**src/rtl/kronos_types.sv**
```systemverilog
// Shared types and constants for the Kronos core-local interruptor.
// Contents:
//   CLINT_*        byte offsets of the memory-mapped CLINT registers
//   MTIMECMP_RST   reset value of mtimecmp (all-ones keeps the timer quiet)
//   clint_reg_e    decoded register selector
//   merge_bytes    per-byte write merge under a Wishbone select mask
package kronos_types;

    localparam logic [31:0] CLINT_MSIP      = 32'h0000_0000;
    localparam logic [31:0] CLINT_MTIMECMP  = 32'h0000_0008;
    localparam logic [31:0] CLINT_MTIMECMPH = 32'h0000_000C;
    localparam logic [31:0] CLINT_MTIME     = 32'h0000_0010;
    localparam logic [31:0] CLINT_MTIMEH    = 32'h0000_0014;

    localparam logic [63:0] MTIMECMP_RST = 64'hFFFF_FFFF_FFFF_FFFF;

    typedef enum logic [2:0] {
        REG_NONE,
        REG_MSIP,
        REG_MTIMECMP,
        REG_MTIMECMPH,
        REG_MTIME,
        REG_MTIMEH
    } clint_reg_e;

    // Replace only the byte lanes whose select bit is set.
    function automatic logic [31:0] merge_bytes(input logic [31:0] old_val,
                                                input logic [31:0] new_val,
                                                input logic [3:0]  sel);
        logic [31:0] result;
        result = old_val;
        for (int b = 0; b < 4; b++) begin
            if (sel[b]) result[b*8 +: 8] = new_val[b*8 +: 8];
        end
        return result;
    endfunction

endpackage

```
**src/rtl/kronos_tick_gen.sv**
```systemverilog
// Prescaler for the machine timer: free-running mod-PRESCALE counter that
// emits a single-cycle tick when the count reaches PRESCALE-1.
// Ports:
//   clk   in   clock
//   rst   in   asynchronous active-high reset (count -> 0)
//   tick  out  one-cycle pulse every PRESCALE clocks (constant 1 when PRESCALE = 1)
module kronos_tick_gen #(
    parameter int PRESCALE = 1
) (
    input  logic clk,
    input  logic rst,
    output logic tick
);

    localparam int CW = (PRESCALE > 1) ? $clog2(PRESCALE) : 1;

    logic [CW-1:0] count;

    assign tick = (count == CW'(PRESCALE - 1));

    // NOTE: sequential state is written with non-blocking assignments only, so
    // every flop samples the pre-edge values regardless of block ordering.
    always_ff @(posedge clk or posedge rst) begin
        if (rst)       count <= '0;
        else if (tick) count <= '0;
        else           count <= count + 1'b1;
    end

endmodule

```
**src/rtl/kronos_clint.sv**
```systemverilog
// Core-local interruptor: 64-bit machine timer (mtime / mtimecmp) and the
// machine software-interrupt bit (msip), exposed as a Wishbone classic slave.
// Ports:
//   clk, rst               clock; asynchronous active-high reset
//   wb_adr_i [AW-1:0]      byte address (bits [1:0] ignored)
//   wb_dat_i [31:0]        write data
//   wb_sel_i [3:0]         byte lane enables for writes
//   wb_we_i, wb_stb_i,
//   wb_cyc_i               write enable, strobe, cycle valid
//   wb_dat_o [31:0]        read data, valid while wb_ack_o = 1
//   wb_ack_o               single-cycle acknowledge, one cycle after request
//   timer_interrupt        level: mtime >= mtimecmp (registered)
//   software_interrupt     level: msip[0] (registered)
module kronos_clint
    import kronos_types::*;
#(
    parameter int PRESCALE = 1,
    parameter int AW       = 8
) (
    input  logic          clk,
    input  logic          rst,
    input  logic [AW-1:0] wb_adr_i,
    input  logic [31:0]   wb_dat_i,
    input  logic [3:0]    wb_sel_i,
    input  logic          wb_we_i,
    input  logic          wb_stb_i,
    input  logic          wb_cyc_i,
    output logic [31:0]   wb_dat_o,
    output logic          wb_ack_o,
    output logic          timer_interrupt,
    output logic          software_interrupt
);

    logic [63:0] mtime, mtime_next;
    logic [63:0] mtimecmp, mtimecmp_next;
    logic        msip, msip_next;
    logic [31:0] mtimeh_shadow;
    logic [31:0] rdata;
    logic [AW-1:0] word_adr;
    clint_reg_e  sel_reg;
    logic        req, wr, rd, tick;

    kronos_tick_gen #(.PRESCALE(PRESCALE)) u_tick_gen (
        .clk  (clk),
        .rst  (rst),
        .tick (tick)
    );

    // A new request is refused while ack is high, so accesses complete every 2 cycles.
    assign req      = wb_cyc_i & wb_stb_i & ~wb_ack_o;
    assign wr       = req & wb_we_i;
    assign rd       = req & ~wb_we_i;
    assign word_adr = wb_adr_i & ~AW'(3);

    // NOTE: every signal assigned in an always_comb gets a default first, so
    // no path leaves it unassigned and no latch is inferred.
    always_comb begin
        sel_reg = REG_NONE;
        if      (word_adr == CLINT_MSIP[AW-1:0])      sel_reg = REG_MSIP;
        else if (word_adr == CLINT_MTIMECMP[AW-1:0])  sel_reg = REG_MTIMECMP;
        else if (word_adr == CLINT_MTIMECMPH[AW-1:0]) sel_reg = REG_MTIMECMPH;
        else if (word_adr == CLINT_MTIME[AW-1:0])     sel_reg = REG_MTIME;
        else if (word_adr == CLINT_MTIMEH[AW-1:0])    sel_reg = REG_MTIMEH;
    end

    // Next-state values. A bus write to either mtime half overrides the tick:
    // the other half holds, with no increment and no carry that cycle.
    always_comb begin
        msip_next     = msip;
        mtimecmp_next = mtimecmp;
        mtime_next    = tick ? mtime + 64'd1 : mtime;
        if (wr) begin
            case (sel_reg)
                REG_MSIP:      msip_next = wb_sel_i[0] ? wb_dat_i[0] : msip;
                REG_MTIMECMP:  mtimecmp_next[31:0]  = merge_bytes(mtimecmp[31:0],  wb_dat_i, wb_sel_i);
                REG_MTIMECMPH: mtimecmp_next[63:32] = merge_bytes(mtimecmp[63:32], wb_dat_i, wb_sel_i);
                REG_MTIME:     mtime_next = {mtime[63:32], merge_bytes(mtime[31:0],  wb_dat_i, wb_sel_i)};
                REG_MTIMEH:    mtime_next = {merge_bytes(mtime[63:32], wb_dat_i, wb_sel_i), mtime[31:0]};
                default:       ;
            endcase
        end
    end

    // Reads return pre-edge state; MTIME hi returns the shadow captured by the last lo read.
    always_comb begin
        rdata = '0;
        case (sel_reg)
            REG_MSIP:      rdata = {31'b0, msip};
            REG_MTIMECMP:  rdata = mtimecmp[31:0];
            REG_MTIMECMPH: rdata = mtimecmp[63:32];
            REG_MTIME:     rdata = mtime[31:0];
            REG_MTIMEH:    rdata = mtimeh_shadow;
            default:       rdata = '0;
        endcase
    end

    always_ff @(posedge clk or posedge rst) begin
        if (rst) begin
            mtime              <= '0;
            mtimecmp           <= MTIMECMP_RST;
            msip               <= 1'b0;
            mtimeh_shadow      <= '0;
            wb_ack_o           <= 1'b0;
            wb_dat_o           <= '0;
            timer_interrupt    <= 1'b0;
            software_interrupt <= 1'b0;
        end else begin
            mtime              <= mtime_next;
            mtimecmp           <= mtimecmp_next;
            msip               <= msip_next;
            wb_ack_o           <= req;
            wb_dat_o           <= rd ? rdata : 32'h0;
            // Compare the post-update values so a cmp write takes effect on its ack edge.
            timer_interrupt    <= (mtime_next >= mtimecmp_next);
            software_interrupt <= msip_next;
            if (rd && sel_reg == REG_MTIME) mtimeh_shadow <= mtime[63:32];
        end
    end

endmodule

```
**config.mk**
```make
export PLATFORM = sky130hd
export DESIGN_NAME = kronos_clint
export DESIGN_NICKNAME = d
export VERILOG_FILES = /design/src/rtl/kronos_types.sv /design/src/rtl/kronos_tick_gen.sv /design/src/rtl/kronos_clint.sv
export SDC_FILE = /design/constraint.sdc
export NUM_CORES = 1
export LEC_CHECK = 0
export CAP_MARGIN = 20
export CORE_MARGIN = 2
export CORE_UTILIZATION = 59
export DETAILED_ROUTE_END_ITERATION = 8
export GPL_ROUTABILITY_DRIVEN = 0
export PLACE_DENSITY = 0.86
export SETUP_SLACK_MARGIN = 0.2
export SLEW_MARGIN = 20
export SYNTH_ARGS = -nofsm -noshare
export SYNTH_HDL_FRONTEND = slang
export SYNTH_SLANG_ARGS = --single-unit
export TNS_END_PERCENT = 5
```
**constraint.sdc**
```tcl
create_clock -name clk -period 8.3 [get_ports clk]
set_clock_uncertainty 0.05 [all_clocks]
set_input_delay 1.66 -clock clk [delete_from_list [all_inputs] [get_ports clk]]
set_output_delay 1.66 -clock clk [all_outputs]
set_load 0.005 [all_outputs]
```
; ---- Word level (Yosys, flattened, before mapping)
; Cells that the tools add are included.
[word_totals]
reg_bits = 196
inputBits = 49
out_inout_bits = 35
wordCells = 59
[op_classes]
n_addsub = 2
magnitude_cmp = 1
eq_ne = 9
muxes = 30
bitwise = 6
reduce_logical = 3
[op_table]
columns = cell, n
row1 = two-way mux 64 bit, 3
row2 = one-hot mux 32 bit (5 select lines), 1
row3 = two-way mux 8 bit, 16
row4 = one-hot mux 64 bit (2 select lines), 1
row5 = two-way mux 32 bit, 3
row6 = "adder 64 x 1 -> 64 bit, second input constant", 1
row7 = >= comparator 64 bit, 1
row8 = two-way mux 3 bit, 5
row9 = "== test 6 x 2 -> 1 bit, second input constant", 2
row10 = "== test 6 x 3 -> 1 bit, second input constant", 2
row11 = zero test 8 bit, 1
row12 = "== test 3 x 2 -> 1 bit, second input constant", 2
row13 = "== test 3 bit, second input constant", 2
row14 = bitwise AND 1 bit, 4
row15 = "== test 3 x 1 -> 1 bit, second input constant", 1
row16 = AND reduction 3 bit, 1
row17 = NOT 1 bit, 2
row18 = "adder 1 bit, second input constant", 1
row19 = logical AND 1 bit, 1
row20 = two-way mux 1 bit, 1

; ---- Logic depth before layout (Yosys ltp)
; Gate-level depths: netlist (run 1).
[logic_depth]
ltp_word = 10
ltp_mapped = 18
ltp_nobuf = 16

; ---- Hierarchy
; From an unflattened synthesis (run 1), not the netlist that was laid out.
[unflattened]
hier_cells = 1104
area_unflattened_um2 = 11297.1
[by_module_without_submodules]
columns = mod, instances, cells_per_inst, area_each_um2
row1 = kronos_clint, 1, 1102, 11285.8
row2 = kronos_tick_gen, 1, 2, 11.3

; ---- Least setup slack after synthesis (run 1)
; No wires, ideal clock.
[synth_path]
path_type = input -> register
start = input port wb_adr_i[5]
end = register timer_interrupt
setup_ns = 0.133
t_arrival_ns = 4.646
required_ns = 8.117
path_slack_ns = 3.471
stages = 14
path_buffers = 1
path_cell_list = nor3_4 nor3b_1 and3_1 clkbuf_1 nand2_2 mux2_2 ha_1 nand2b_1 a2111oi_0 nor4_1 a211oi_1 o31ai_1 a2111oi_0 nor2_1
[synth_between]
elab_chain_cells = 10
word_cells_on_any_way = 20
classes_between = 1 x order compare / 8 x eq/ne / 10 x mux / 1 x reduce/logical
[synth_lines]
columns = item, line_no
row1 = "start, declared", kronos_clint.sv:22  ; input logic [AW-1:0] wb_adr_i,
row2 = == test 6 x 3 -> 1 bit, kronos_clint.sv:63  ; else if (word_adr == CLINT_MTIMEH[AW-1:0]) sel_reg = REG_MTIMEH;
row3 = two-way mux 3 bit, kronos_clint.sv:63
row4 = two-way mux 3 bit, kronos_clint.sv:62  ; else if (word_adr == CLINT_MTIME[AW-1:0]) sel_reg = REG_MTIME;
row5 = two-way mux 3 bit, kronos_clint.sv:61  ; else if (word_adr == CLINT_MTIMECMPH[AW-1:0]) sel_reg = REG_MTIMECMPH;
row6 = two-way mux 3 bit, kronos_clint.sv:60  ; else if (word_adr == CLINT_MTIMECMP[AW-1:0]) sel_reg = REG_MTIMECMP;
row7 = two-way mux 3 bit (*), kronos_clint.sv:59  ; if (word_adr == CLINT_MSIP[AW-1:0]) sel_reg = REG_MSIP;
row8 = == test 3 x 2 -> 1 bit (*), kronos_clint.sv:73  ; case (sel_reg)
row9 = two-way mux 32 bit (*), kronos_clint.sv:73
row10 = two-way mux 64 bit (*), kronos_clint.sv:72  ; if (wr) begin
row11 = via mtimecmp_next[0], kronos_clint.sv:35  ; logic [63:0] mtimecmp, mtimecmp_next;
row12 = >= comparator 64 bit (*), kronos_clint.sv:114  ; timer_interrupt <= (mtime_next >= mtimecmp_next);
row13 = "end signal, assigned", kronos_clint.sv:114
row14 = "end, declared", kronos_clint.sv:30  ; output logic timer_interrupt,
; Mark *: on every way through the listed nets, which the timed path passes. The rest lies on a longest branch.
; A chain may end at the register's enable or synchronous reset.

; ---- Worst setup path in the final report (run 1)
; Same ends and word-level chain as after synthesis.

==> run_results.csv, run 1 <==
group,metric,value,unit
flow_run,cap_violations,0,
cts,cts_tree,"built",
detailed_routing,dr.pass1.iters,6,
final_layout,utilization,0.692,
logic_synthesis,ys.warnings.count,0,
logic_synthesis,yosysSeqAreaShare,0.452,
sta,hold_ws,0.441,ns
power,irDropWorstVdd,0.151,mV
min_path,min_from,"wb_ack_o",
final_layout,final_cells,1368,
final_layout,finalNetCount,1240,
global_routing,gr-usage-all-layers,0.307,
cts,worst_skew_pair.late_latency,0.45,ns
cts,post-cts-setup-buffers,0,
cts,htreeDepth,4,
logic_synthesis,yosysTopAreaCellShare,0.299,
detailed_routing,vias,9140,
placement,hpwl,20.4,mm
outcome,outcome,"finished clean",
setup_path,timing.rr.start,"mtime[0]",
logic_synthesis,syn_area_per_cell,10.3,sq um
sta,setup_viol_count_final,0,
setup_path,path_class,"primary input to register",
logic_synthesis,synth_edf_count,0,
logic_synthesis,synthCells,1066,
sta,worst_slew_pin_slew,1.04,ns
sta,fin_crit_sh,0.748,
cts,numCtsBuffers,17,
sta,fin_crit,6.21,ns
logic_synthesis,synthesis.area,11000,sq um
cts,path_clk_slew,0.07,ns
min_path,min_to,"wb_ack_o",
detailed_routing,first_iter_violations,1270,
global_routing,grt_remaining_overflow,0,
logic_synthesis,netlist_top_cells_count,"dfrtp_1 (131), nor2_1 (111), mux2_2 (98)",
setup_path,r2r_setup_slack,3.31,ns
sta,timing.fmax,0.161,GHz
final_layout,drive_above_1_share,0.202,
logic_synthesis,synth_area_leaders,"dfrtp_1 (30%), dfstp_2 (15%), mux2_2 (10%), ha_1 (7.4%), nor2_1 (3.8%)",
logic_synthesis,synthDistinctLibCells,69,
setup_path,required,8.56,ns
logic_synthesis,synth-main-ff-cell,"dfrtp_1",
placement,placedCellCount,1336,
cts,cts_resized,0,
setup_path,critPathArrivalTime,6.47,ns
detailed_routing,wl_per_cell,21.6,microns
min_path,worstHoldPathCells,1,
global_routing,grt_pass1_wl,47.2,mm
global_routing,grt_max_degree,140,
sta,max-slew-margin-rel,0.304,
cts,cts_buffer_depth,2,
min_path,min_path_type,"register to register",
power,p_total,2.20,mW
setup_path,worstReg2RegEnd,"timer_interrupt",
setup_path,cp-start-kind,"primary input",
power,powerDensity,176,nW/um^2
detailed_routing,drt_wl_total,29.5,mm
cts,cts_root_buffer,"clkbuf_16",
die,start_util,0.607,
sta,hold_viol_final,0,
logic_synthesis,yosysTopAreaCell,"dfrtp_1",
global_routing,first_global_vias,8983,
detailed_routing,viasPerCell,6.68,
logic_synthesis,yosysMostFrequentCell,"dfrtp_1",
final_layout,syn2layout_area_growth,14.0,%
logic_synthesis,async_flop_share,1.00,
detailed_routing,drc,0,
die,coreArea,18100,sq um
setup_path,cp-end-kind,"register",
global_routing,antenna_found_initial,1,
die,io_pins,84,
detailed_routing,final_antenna_net_count,0,
sta,tns,0,ns
die,die_h,140,microns
cts,numClockSinks,195,
die,rows,49,
logic_synthesis,syn-num-nets,1180,
cts,ctsHoldBuffers,0,
placement,io_buffers,81,
sta,rsz0062_at_grt,"no",
logic_synthesis,ys_ff_latch,195,
power,p_leak,5.68,nW
setup_path,r2r_cells,16,
final_layout,n_antenna_cell,0,
die,dieArea,19700,sq um
sta,drv_slew,0,
setup_path,worstPathMaxFanout,8,
die,die_x,140,microns
==> routing by layer <==
metal,share of wire,track usage
met1,0.41,0.421
met2,0.46,0.482
met5,0,0
met3,0.098,0.0677
met4,0.026,0.115
==> final cells by class <==
type                       count  area, sq um
clock buffer                  20          447
clock inverter                12          146
timing repair buffer          90          873
tap                          229          287
fill                        1301         5580
inverter                      74          285
sequential                   195         4960
multi-input combinational    748         5510
==> critical path: stages <==
cell and delay (ns):
clkdlybuf4s50_1 0.44, nor3_4 0.27, nor3b_1 0.38, and3_1 0.52, nand2_2 0.29, mux2_2 0.36
ha_1 0.27, nand2b_1 0.15, a2111oi_0 0.46, nor4_1 0.17, a211oi_1 0.55, o31ai_1 0.23
a2111oi_0 0.60, nor2_1 0.11
==> registers in the layout, summed over array words and instances, names as in the netlist <==
| signal | cells |
|---|---|
| mtime | 64 |
| wb_ack_o | 1 |
| mtimecmp | 64 |
| wb_dat_o | 32 |
| mtimeh_shadow | 32 |
| timer_interrupt | 1 |
| msip | 1 |
==> how the worst max path moves through the flow <==
stage / startpoint / end / slack (ns) / depth (start not counted)
final: wb_adr_i[5] / timer_interrupt / 2.09 / 14
after CTS: wb_adr_i[5] / timer_interrupt / 2.17 / 14
after global placement: wb_adr_i[5] / timer_interrupt / 1.75 / 14
after floorplan: rst / msip / 1.38 / 1
after detailed placement: wb_adr_i[5] / timer_interrupt / 1.74 / 14
after global routing: wb_adr_i[5] / timer_interrupt / 1.77 / 14
==> cells in the final DEF, fill, tap and decap left out, types with 5 or more instances in the layout <==
master | synthesis | layout
dfrtp_1 | 131 | 131
nor2_1 | 111 | 111
mux2_2 | 98 | 98
clkdlybuf4s50_1 | 0 | 80
nand2_1 | 76 | 76
inv_1 | 74 | 73
ha_1 | 65 | 65
dfstp_2 | 64 | 64
a21oi_1 | 47 | 47
nand3_1 | 41 | 41
mux2i_1 | 36 | 36
a222oi_1 | 32 | 32
a211oi_1 | 29 | 29
o21ai_0 | 26 | 26
and3_1 | 18 | 18
nand4_1 | 18 | 18
clkbuf_16 | 0 | 17
a311oi_1 | 16 | 16
nor3_1 | 15 | 15
a21o_1 | 11 | 11
o211ai_1 | 10 | 10
o22ai_1 | 9 | 9
buf_4 | 2 | 9
nor4_1 | 6 | 6
and2_1 | 6 | 5
and4_1 | 5 | 5
a31oi_1 | 5 | 5
==> power by group <==
| group | internal, mW | switching, mW | leakage [nW] |
|---|---|---|---|
| combinational | 0.130 | 0.168 | 3.02 |
| sequential | 1.00 | 0.0587 | 2.38 |
| clock | 0.460 | 0.387 | 0.285 |
==> stage by stage <==
step	worst slack, ns	cell area, sq um
after detailed placement	1.74	11900
after CTS	2.17	12500
final	2.09	12500
after global placement	1.75	11900
after global routing	1.77	12500
after floorplan	1.38	11000
==> cell families (layout without fill, tap and decap cells) <==
group                      Yosys count  in the layout  share of synthesized area
and+or+nand+nor                    338            338                      0.156
AOI/OAI and AO/OA                  208            208                      0.136
DFF                                195            195                      0.452
muxes                              135            135                      0.134
buffers and inverters              123            196                     0.0463
adders and majority gates           65             65                     0.0741
xor gates and xnor gates             2              2                    0.00160
No activity file was read; power rests on OpenSTA's default activity.
==> inputs of run 2 (changes only) <==
Clock period 8.3 ns to 6.1 ns, I/O delays scaled along.
==> run 2 against run 1 <==
Net effect:
- cell area increased by 0.32%
- via count decreased by 0.63%
- final cell count increased by 0.37%
- combinational power increased by 37%
- global-route usage increased by 0.35 points
- clock power increased by 29%
- register-to-register slack got worse by 2.0 ns
- largest power group unchanged
==> run_results.csv, run 2 (same netlist as run 1, synthesis figures left out) <==
group,metric,value,unit
die,dieArea,19700,sq um
cts,post-cts-setup-buffers,0,
setup_path,required,6.37,ns
cts,cts_resized,0,
detailed_routing,final_antenna_net_count,0,
placement,place_ws,0.220,ns
sta,fin_crit,5.52,ns
detailed_routing,drt_wl_total,29.3,mm
cts,worst_skew_pair.late_latency,0.45,ns
placement,hpwl,20.3,mm
die,coreArea,18100,sq um
final_layout,n_antenna_cell,0,
detailed_routing,wl_per_cell,21.3,microns
final_layout,utilization,0.694,
sta,drv_slew,0,
setup_path,worstPathCellList,"clkdlybuf4s50_1 > nor3_4 > nor3b_1 > and3_1 > nand2_2 > mux2_2 > ha_1 > nand2b_1 > a2111oi_0 > nor4_1 > a211oi_1 > o31ai_1 > a2111oi_0 > nor2_1",
sta,setup_viol_count_final,0,
setup_path,path_buf_inv,1,
final_layout,design_area,12500,sq um
global_routing,grt_max_degree,195,
sta,max-slew-margin-rel,0.410,
setup_path,critPathArrivalTime,5.80,ns
die,die_h,140,microns
cts,htreeDepth,4,
sta,setup_slack,0.576,ns
final_layout,fillers,1280,
die,start_util,0.607,
global_routing,gr-usage-all-layers,0.310,
setup_path,path_delay_family,"simple AND/OR/NAND/NOR gates",
die,rows,49,
detailed_routing,first_iter_violations,1226,
power,p_total,2.94,mW
final_layout,final_cell_mix,"dfrtp_1 (131), nor2_1 (111), mux2_2 (98), clkdlybuf4s50_1 (80), nand2_1 (76)",
cts,numCtsBuffers,17,
setup_path,worstPathMaxFanout,8,
setup_path,path_class,"primary input to register",
detailed_routing,dr.pass1.iters,9,
sta,rsz0062_at_grt,"no",
sta,fin_crit_sh,0.906,
final_layout,reg_top3,"mtime x64, mtimecmp x64",
placement,placed_cell_area,12000,sq um
die,die_x,140,microns
global_routing,first_global_vias,9198,
power,comb_power_share,0.139,
final_layout,drive_above_1_share,0.205,
final_layout,final_cells,1373,
power,irDropWorstVdd,0.211,mV
power,intPower,2.11,mW
cts,path_clk_slew,0.08,ns
sta,tns,0,ns
cts,cts_tree,"built",
sta,hold_viol_final,0,
power,powerDensity,235,nW/um^2
detailed_routing,drc,0,
sta,worst_slew_pin_slew,0.884,ns
power,p_leak,5.70,nW
power,power_switching,833,uW
placement,placedCellCount,1341,
cts,numClockSinks,195,
die,io_pins,84,
setup_path,path_common_cell,"a2111oi_0",
setup_path,cp-start-kind,"primary input",
placement,io_buffers,81,
sta,hold_ws,0.435,ns
setup_path,cp_slowest_cell,"a2111oi_0",
outcome,outcome,"finished clean",
global_routing,grt_pass1_wl,48.5,mm
min_path,min_path_type,"register to register",
cts,cts_buffer_depth,2,
cts,cts_root_buffer,"clkbuf_16",
detailed_routing,viasPerCell,6.61,
cts,ctsHoldBuffers,0,
final_layout,syn2layout_area_growth,14.3,%
sta,timing.fmax,0.181,GHz
detailed_routing,vias,9082,
global_routing,grt_remaining_overflow,0,
global_routing,antenna_found_initial,0,
setup_path,cp-end-kind,"register",
final_layout,mostFrequentLayoutCell,"dfrtp_1",
setup_path,cpPeakStageDelay,0.56,ns
power,seq_power_share,0.489,
power,swShare,0.283,
final_layout,finalNetCount,1246,
power,clkPwrFrac,0.372,
flow_run,cap_violations,0,
==> run 2: cell types whose count changed in the layout (fill, tap and decap cells not counted), sizes merged <==
cell / before / now
clkinvlp: 2 / 3
bufinv: 2 / 1
clkbuf: 20 / 19
inv: 79 / 77
clkinv: 3 / 5
buf: 10 / 16
==> run 2: per-layer routing <==
metal	track usage	vias up	share of wire
li1	-	4079	-
met1	0.426	4442	0.42
met2	0.481	506	0.46
met3	0.0701	55	0.090
met4	0.124	0	0.023
met5	0	-	0
==> run 2: power by group through the flow <==
| stage | clock network [mW] | registers [mW] | logic (mW) |
|---|---|---|---|
| 5_1_grt | 1.15 | 1.45 | 0.457 |
| 4_1_cts | 1.10 | 1.44 | 0.400 |
| 6_report | 1.09 | 1.44 | 0.409 |
| 3_3_place_gp | 0 | 1.45 | 0.380 |
| 2_1_floorplan | 0 | 1.43 | 0.284 |
| 3_5_place_dp | 0 | 1.46 | 0.395 |
==> run 2: area by class of cell <==
class                      instances  area (sq um)  share of cell area
tap                              229           287              0.0228
inverter                          74           282              0.0224
sequential                       195          4960               0.395
clock inverter                    12           126              0.0101
clock buffer                      19           433              0.0345
timing repair buffer              96           951              0.0758
multi-input combinational        748          5510               0.439
==> run 2: worst reg2reg max path, delay by kind of cell (launching register included) <==
kind | cells | cell delay, ns
AOI/OAI and AO/OA | 7 | 1.70
adders and majority gates | 2 | 0.55
DFF | 1 | 0.43
and+or+nand+nor | 7 | 1.91
==> run 2: final timing paths <==
path | from | endpoint | slack [ns] | cells past startpoint
worst min-delay path | wb_ack_o | wb_ack_o | 0.44 | 1
worst min register to register | wb_ack_o | wb_ack_o | 0.44 | 1
max in group asynchronous | rst | mtimecmp[34] | 3.86 | 4
min in group asynchronous | rst | wb_dat_o[28] | 0.95 | 2
worst max register to register | mtime[0] | timer_interrupt | 1.35 | 16
worst max-delay path | wb_adr_i[5] | timer_interrupt | 0.58 | 14
